$ cat config.mk
export PLATFORM = sky130hd
export DESIGN_NAME = mult4_seq_ctrl
export DESIGN_NICKNAME = d
export VERILOG_FILES = /design/src/rtl/mult4_pkg.sv /design/src/rtl/Shift.sv /design/src/rtl/mult2x2.sv /design/src/rtl/mult4_seq_ctrl.sv
export SDC_FILE = /design/constraint.sdc
export NUM_CORES = 1
export LEC_CHECK = 0
export CAP_MARGIN = 40
export CORE_MARGIN = 2
export CORE_UTILIZATION = 34
export CTS_BUF_LIST = sky130_fd_sc_hd__clkbuf_16
export CTS_CLUSTER_DIAMETER = 30
export CTS_CLUSTER_SIZE = 24
export DETAILED_ROUTE_END_ITERATION = 7
export SLEW_MARGIN = 15
export SYNTH_ARGS = -nofsm -noshare
export SYNTH_HDL_FRONTEND = slang
export SYNTH_SLANG_ARGS = --single-unit
$ cat constraint.sdc
create_clock -name clk -period 3.2 [get_ports clk]
set_input_delay 0.48 -clock clk [delete_from_list [all_inputs] [get_ports clk]]
set_output_delay 0.48 -clock clk [all_outputs]
set_load 0.02 [all_outputs]
$ cat src/rtl/mult4_pkg.sv
// Shared state encoding and Shift-block codes for the sequential 4x4 multiplier.
package mult4_pkg;

   typedef enum logic [2:0] {
      IDLE,
      PP0,
      PP1,
      PP2,
      PP3,
      FIN
   } mult4_state_t;

   localparam logic [1:0] SH_X1  = 2'b00;
   localparam logic [1:0] SH_X4  = 2'b01;
   localparam logic [1:0] SH_X16 = 2'b10;

endpackage

$ cat src/rtl/Shift.sv
// Shared 4-to-8 alignment block: code 00 = x1, 01 = x4, 10 = x16.
module Shift (
   input  logic [3:0] din,
   input  logic [1:0] sh,
   output logic [7:0] dout
);

   always_comb begin
      dout = 8'h00;
      case (sh)
         2'b00:   dout = {4'b0000, din};
         2'b01:   dout = {2'b00, din, 2'b00};
         2'b10:   dout = {din, 4'b0000};
         default: dout = 8'h00;
      endcase
   end

endmodule

$ cat src/rtl/mult2x2.sv
// Combinational 2x2 unsigned multiply producing a 4-bit partial product.
module mult2x2 (
   input  logic [1:0] a,
   input  logic [1:0] b,
   output logic [3:0] p
);

   assign p = {2'b00, a} * {2'b00, b};

endmodule

$ cat src/rtl/mult4_seq_ctrl.sv
// Four-cycle 4x4 multiplier: one 2x2 multiplier plus Shift, accumulated into product.
// Optional MULT4_ZERO_SKIP_EN finishes zero-operand multiplies in a single cycle.
module mult4_seq_ctrl
   import mult4_pkg::*;
(
   input  logic       clk,
   input  logic       rst,
   input  logic       start,
   input  logic [3:0] a,
   input  logic [3:0] b,
   output logic       ready,
   output logic       busy,
   output logic       done,
   output logic [7:0] product
);

   mult4_state_t state;
   logic [3:0]   a_r;
   logic [3:0]   b_r;
   logic [1:0]   a_sel;
   logic [1:0]   b_sel;
   logic [1:0]   sh_code;
   logic [3:0]   pp;
   logic [7:0]   pp_aligned;
   logic         skip;

`ifdef MULT4_ZERO_SKIP_EN
   assign skip = (a == 4'h0) || (b == 4'h0);
`else
   assign skip = 1'b0;
`endif

   // Operand halves and alignment depend only on registered state.
   always_comb begin
      a_sel   = a_r[1:0];
      b_sel   = b_r[1:0];
      sh_code = SH_X1;
      case (state)
         PP1: begin
            a_sel   = a_r[3:2];
            sh_code = SH_X4;
         end
         PP2: begin
            b_sel   = b_r[3:2];
            sh_code = SH_X4;
         end
         PP3: begin
            a_sel   = a_r[3:2];
            b_sel   = b_r[3:2];
            sh_code = SH_X16;
         end
         default: ;
      endcase
   end

   mult2x2 u_mult2x2 (
      .a (a_sel),
      .b (b_sel),
      .p (pp)
   );

   Shift u_shift (
      .din  (pp),
      .sh   (sh_code),
      .dout (pp_aligned)
   );

   always_ff @(posedge clk) begin
      if (rst) begin
         state   <= IDLE;
         a_r     <= 4'h0;
         b_r     <= 4'h0;
         product <= 8'h00;
         ready   <= 1'b1;
         busy    <= 1'b0;
         done    <= 1'b0;
      end else begin
         case (state)
            IDLE, FIN: begin
               if (start) begin
                  a_r     <= a;
                  b_r     <= b;
                  product <= 8'h00;
                  if (skip) begin
                     state <= FIN;
                     ready <= 1'b1;
                     busy  <= 1'b0;
                     done  <= 1'b1;
                  end else begin
                     state <= PP0;
                     ready <= 1'b0;
                     busy  <= 1'b1;
                     done  <= 1'b0;
                  end
               end else begin
                  state <= IDLE;
                  ready <= 1'b1;
                  busy  <= 1'b0;
                  done  <= 1'b0;
               end
            end
            PP0, PP1, PP2: begin
               product <= product + pp_aligned;
               state   <= (state == PP0) ? PP1 : (state == PP1) ? PP2 : PP3;
               ready   <= 1'b0;
               busy    <= 1'b1;
               done    <= 1'b0;
            end
            PP3: begin
               product <= product + pp_aligned;
               state   <= FIN;
               ready   <= 1'b1;
               busy    <= 1'b0;
               done    <= 1'b1;
            end
            default: begin
               state <= IDLE;
               ready <= 1'b1;
               busy  <= 1'b0;
               done  <= 1'b0;
            end
         endcase
      end
   end

endmodule

==> summary.txt <==
Drt
  – First-pass iteration count of the detailed router: 4
  – DR vias/cell: between 4 and 5
  – Residual DRC: 0
  – WL/cell: 12.13 um
  – Post-route antenna net violation count: 0
  – Initial DRC Count: 13
  – Vias: 1,128
  – Drt total wl: about 2800 um

Floorplanning
  – Ports: 22
  – Die Footprint: roughly 4300 um^2
  – Core area: 3661 um^2
  – Die Width: roughly 66 um
  – FP Rows: 22
  – Starting density of the core: between 30% and 40%
  – Die H: 65.66 um

Place
  – Buffers on Ports: 21
  – Placer Congestion: 0.7936
  – Hpwl dp: ~2100 um

Yosys
  – Area contributors post-synth: dfxtp_1 (34%), mux2i_1 (9.3%), ha_1 (8.7%)
  – Syn_nets: approximately 170
  – Synth Flop Type: dfxtp_1
  – Share of the synthesized area in the top cell type: 34.08%
  – Avg Cell Area, Syn: slightly below 9 um^2
  – Top cells by count, synth: nor2_1 (26), dfxtp_1 (22), mux2i_1 (12)
  – Seq cells post-synth: 22
  – YS warnings: 0
  – Top-count cell post-synth: nor2_1
  – Unique masters post-synth: 33
  – Cells after synthesis: 148
  – Cell area after synthesis: 1292 um^2
  – Post-synth top area cell: dfxtp_1
  – Post-synth EDFFs: 0
  – Sequential element share of the synthesized area: about 34%
  – Post-synth ARST share: 0%

Worst hold path
  – Worst Hold Class: flop to flop
  – Hold path depth: 2

Clocking
  – CTS tree: yes
  – Reg clk slew, reported paths: roughly 60 ps
  – Cts bufs inserted: 3
  – Clock latency on the worst-skew pair: ~250 ps
  – CTS H-tree lvls: 1
  – Maximum clock path buffer count: 2
  – Clk sinks: 22
  – Hold_buf cts: 0
  – Root Driver: clkbuf_16

Worst setup path
  – CP dominant cell by count: a21oi_2
  – Stages on the worst setup path: 14
  – Critical-path cell list: nand2b_1 -> a21oi_2 -> mux2i_1 -> nor2_1 -> ha_2 -> ha_4 -> inv_1 -> a221oi_2 -> ha_1 -> a21o_1 -> a21oi_2 -> o211ai_1 -> xnor2_1 -> o22ai_1
  – Delay-heaviest family, CP: compound AO/OA/AOI/OAI gates
  – Crit path buffers/inverters: 1
  – Crit Path Category: flop to flop
  – Critical Path End Type: flop
  – CP max-delay cell: dfxtp_4
  – Worst endpoint required time: around 3300 ps
  – CP Max Fanout: 6
  – Worst EP arrival: approximately 3200 ps
  – CP peak stage delay: between 300 and 400 ps
  – CP Launch Type: flop
  – R2R depth: 14

Global route
  – Tot GR Track Use: 13.64%
  – Largest net degree at the start of global routing: 25
  – Initial antenna violation count: 0
  – GRT overflow: 0
  – First-pass GRT wire length: between 4000 and 5000 um
  – Number of global-route vias before repair: around 1.1k

Final layout
  – Share of layout cells above drive strength 1: between 15 and 20%
  – N_diodes: 0
  – Fin nets: around 200
  – Area delta synth->final: 33.59%

Power
  – Max IR drop VDD: slightly above 0.0002 V
  – PwrDens: 472.1 nW/um^2
  – Leak Pwr: a little over 0.7 nW

Timing
  – Setup tns final: 0 ps
  – Fin crit share: about 95%
  – Hold Slack: 494.9 ps
  – Final Max Tran Viols: 0
  – Timing-limited maximum frequency: 0.3294 GHz
  – Fin Clk Skew: roughly 2.7 ps
  – Count of final setup violators: 0
  – Min Tclk post-route: slightly above 3000 ps
  – Worst-margin pin slew: ~770 ps
  – Max-slew headroom: 48.48%
  – Final Hold Viols: 0

Status
  – Status: complete, no violations

Job
  – Max capacitance violation total: 0
-- worst min-delay path: cells and delay by family (launching register included) --
kind,cells,cell delay (ps)
flip-flops,1,330
AND/OR/NAND/NOR,1,60
AO/OA/AOI/OAI,1,60
-- final timing paths --
kind | startpoint | to | slack, ps
hold reg to reg | product[6] | product[6] | 490
setup reg to reg | state[1] | product[6] | 160
hold / removal | product[6] | product[6] | 490
setup / recovery | state[1] | product[6] | 160
-- area by class of cell --
type	count	area, um^2
repair buffers	32	292.8
fillers	361	1934
well taps	48	60.06
inverters	3	11.26
multi-input cells	118	838.3
flip-flops and latches	22	445.4
clock inverters	1	3.754
clock buffers	3	75.07
-- logic make-up after synthesis --
kind of cell	Yosys count	share of synthesized area, %
fa+ha+maj	10	10.26
xor+xnor	8	5.421
mux	12	9.294
simple gates	58	21.39
buf+inv	8	3.098
compound gates	30	16.46
flops	22	34.08
-- sequential cells by signal, summed over array words and instances (netlist names) --
signal	cells
product	8
state	3
done	1
b_r	4
a_r	4
busy	1
ready	1
-- per-layer routing --
layer | part of all wire, % | up-vias | GRT usage (%)
met5 | 0 | - | 0
met2 | 51 | 23 | 25.88
met1 | 45 | 522 | 14.88
met4 | 0.80 | 0 | 4.688
li1 | - | 581 | -
met3 | 3.8 | 2 | 2.568
-- metrics by stage --
| stage | setup WS, ps | instances | util, % | power [mW] | instance area, um^2 |
|---|---|---|---|---|---|
| floorplan | 156.2 | 148 | - | 0.4794 | 1292 |
| global placement | 53.87 | 222 | 43.95 | 0.5461 | 1609 |
| detailed placement | 7.501 | 222 | 43.95 | 0.5507 | 1609 |
| CTS | 1.949 | 227 | 46.34 | 0.8191 | 1697 |
| global route | -10.92 | 227 | 47.16 | 0.8630 | 1727 |
| finish | 164.3 | 227 | 47.16 | 0.8152 | 1727 |
-- timing repair --
| item | 4_1_cts | 5_1_grt |
|---|---|---|
| endpoints found under the setup margin | 2 | 4 |
| resized for setup | 1 | 7 |
| buffers inserted | 1 | 0 |
| pin swaps | 0 | 6 |
-- report_power, final --
group          total (mW)  switching, mW  internal (mW)
registers           0.320         0.0208          0.299
logic               0.235          0.123          0.112
clock network       0.260         0.0939          0.166
total               0.815          0.237          0.578
-- layout by cell type, fill, tap and decap left out, types with 2 or more instances in the layout --
| cell type | instances |
|---|---|
| a21o_1 | 2 |
| a21oi_1 | 6 |
| a21oi_2 | 3 |
| a22o_1 | 2 |
| a22oi_1 | 6 |
| and3_1 | 2 |
| buf_4 | 11 |
| clkbuf_16 | 3 |
| clkdlybuf4s50_1 | 21 |
| dfxtp_1 | 20 |
| ha_1 | 7 |
| inv_1 | 3 |
| mux2i_1 | 12 |
| nand2_1 | 11 |
| nand2b_1 | 4 |
| nand3_1 | 4 |
| nor2_1 | 26 |
| nor2b_1 | 2 |
| nor3_1 | 4 |
| o211ai_1 | 3 |
| o22ai_1 | 2 |
| xnor2_1 | 5 |
| xor2_1 | 3 |
(Power assumes the default switching activity.)
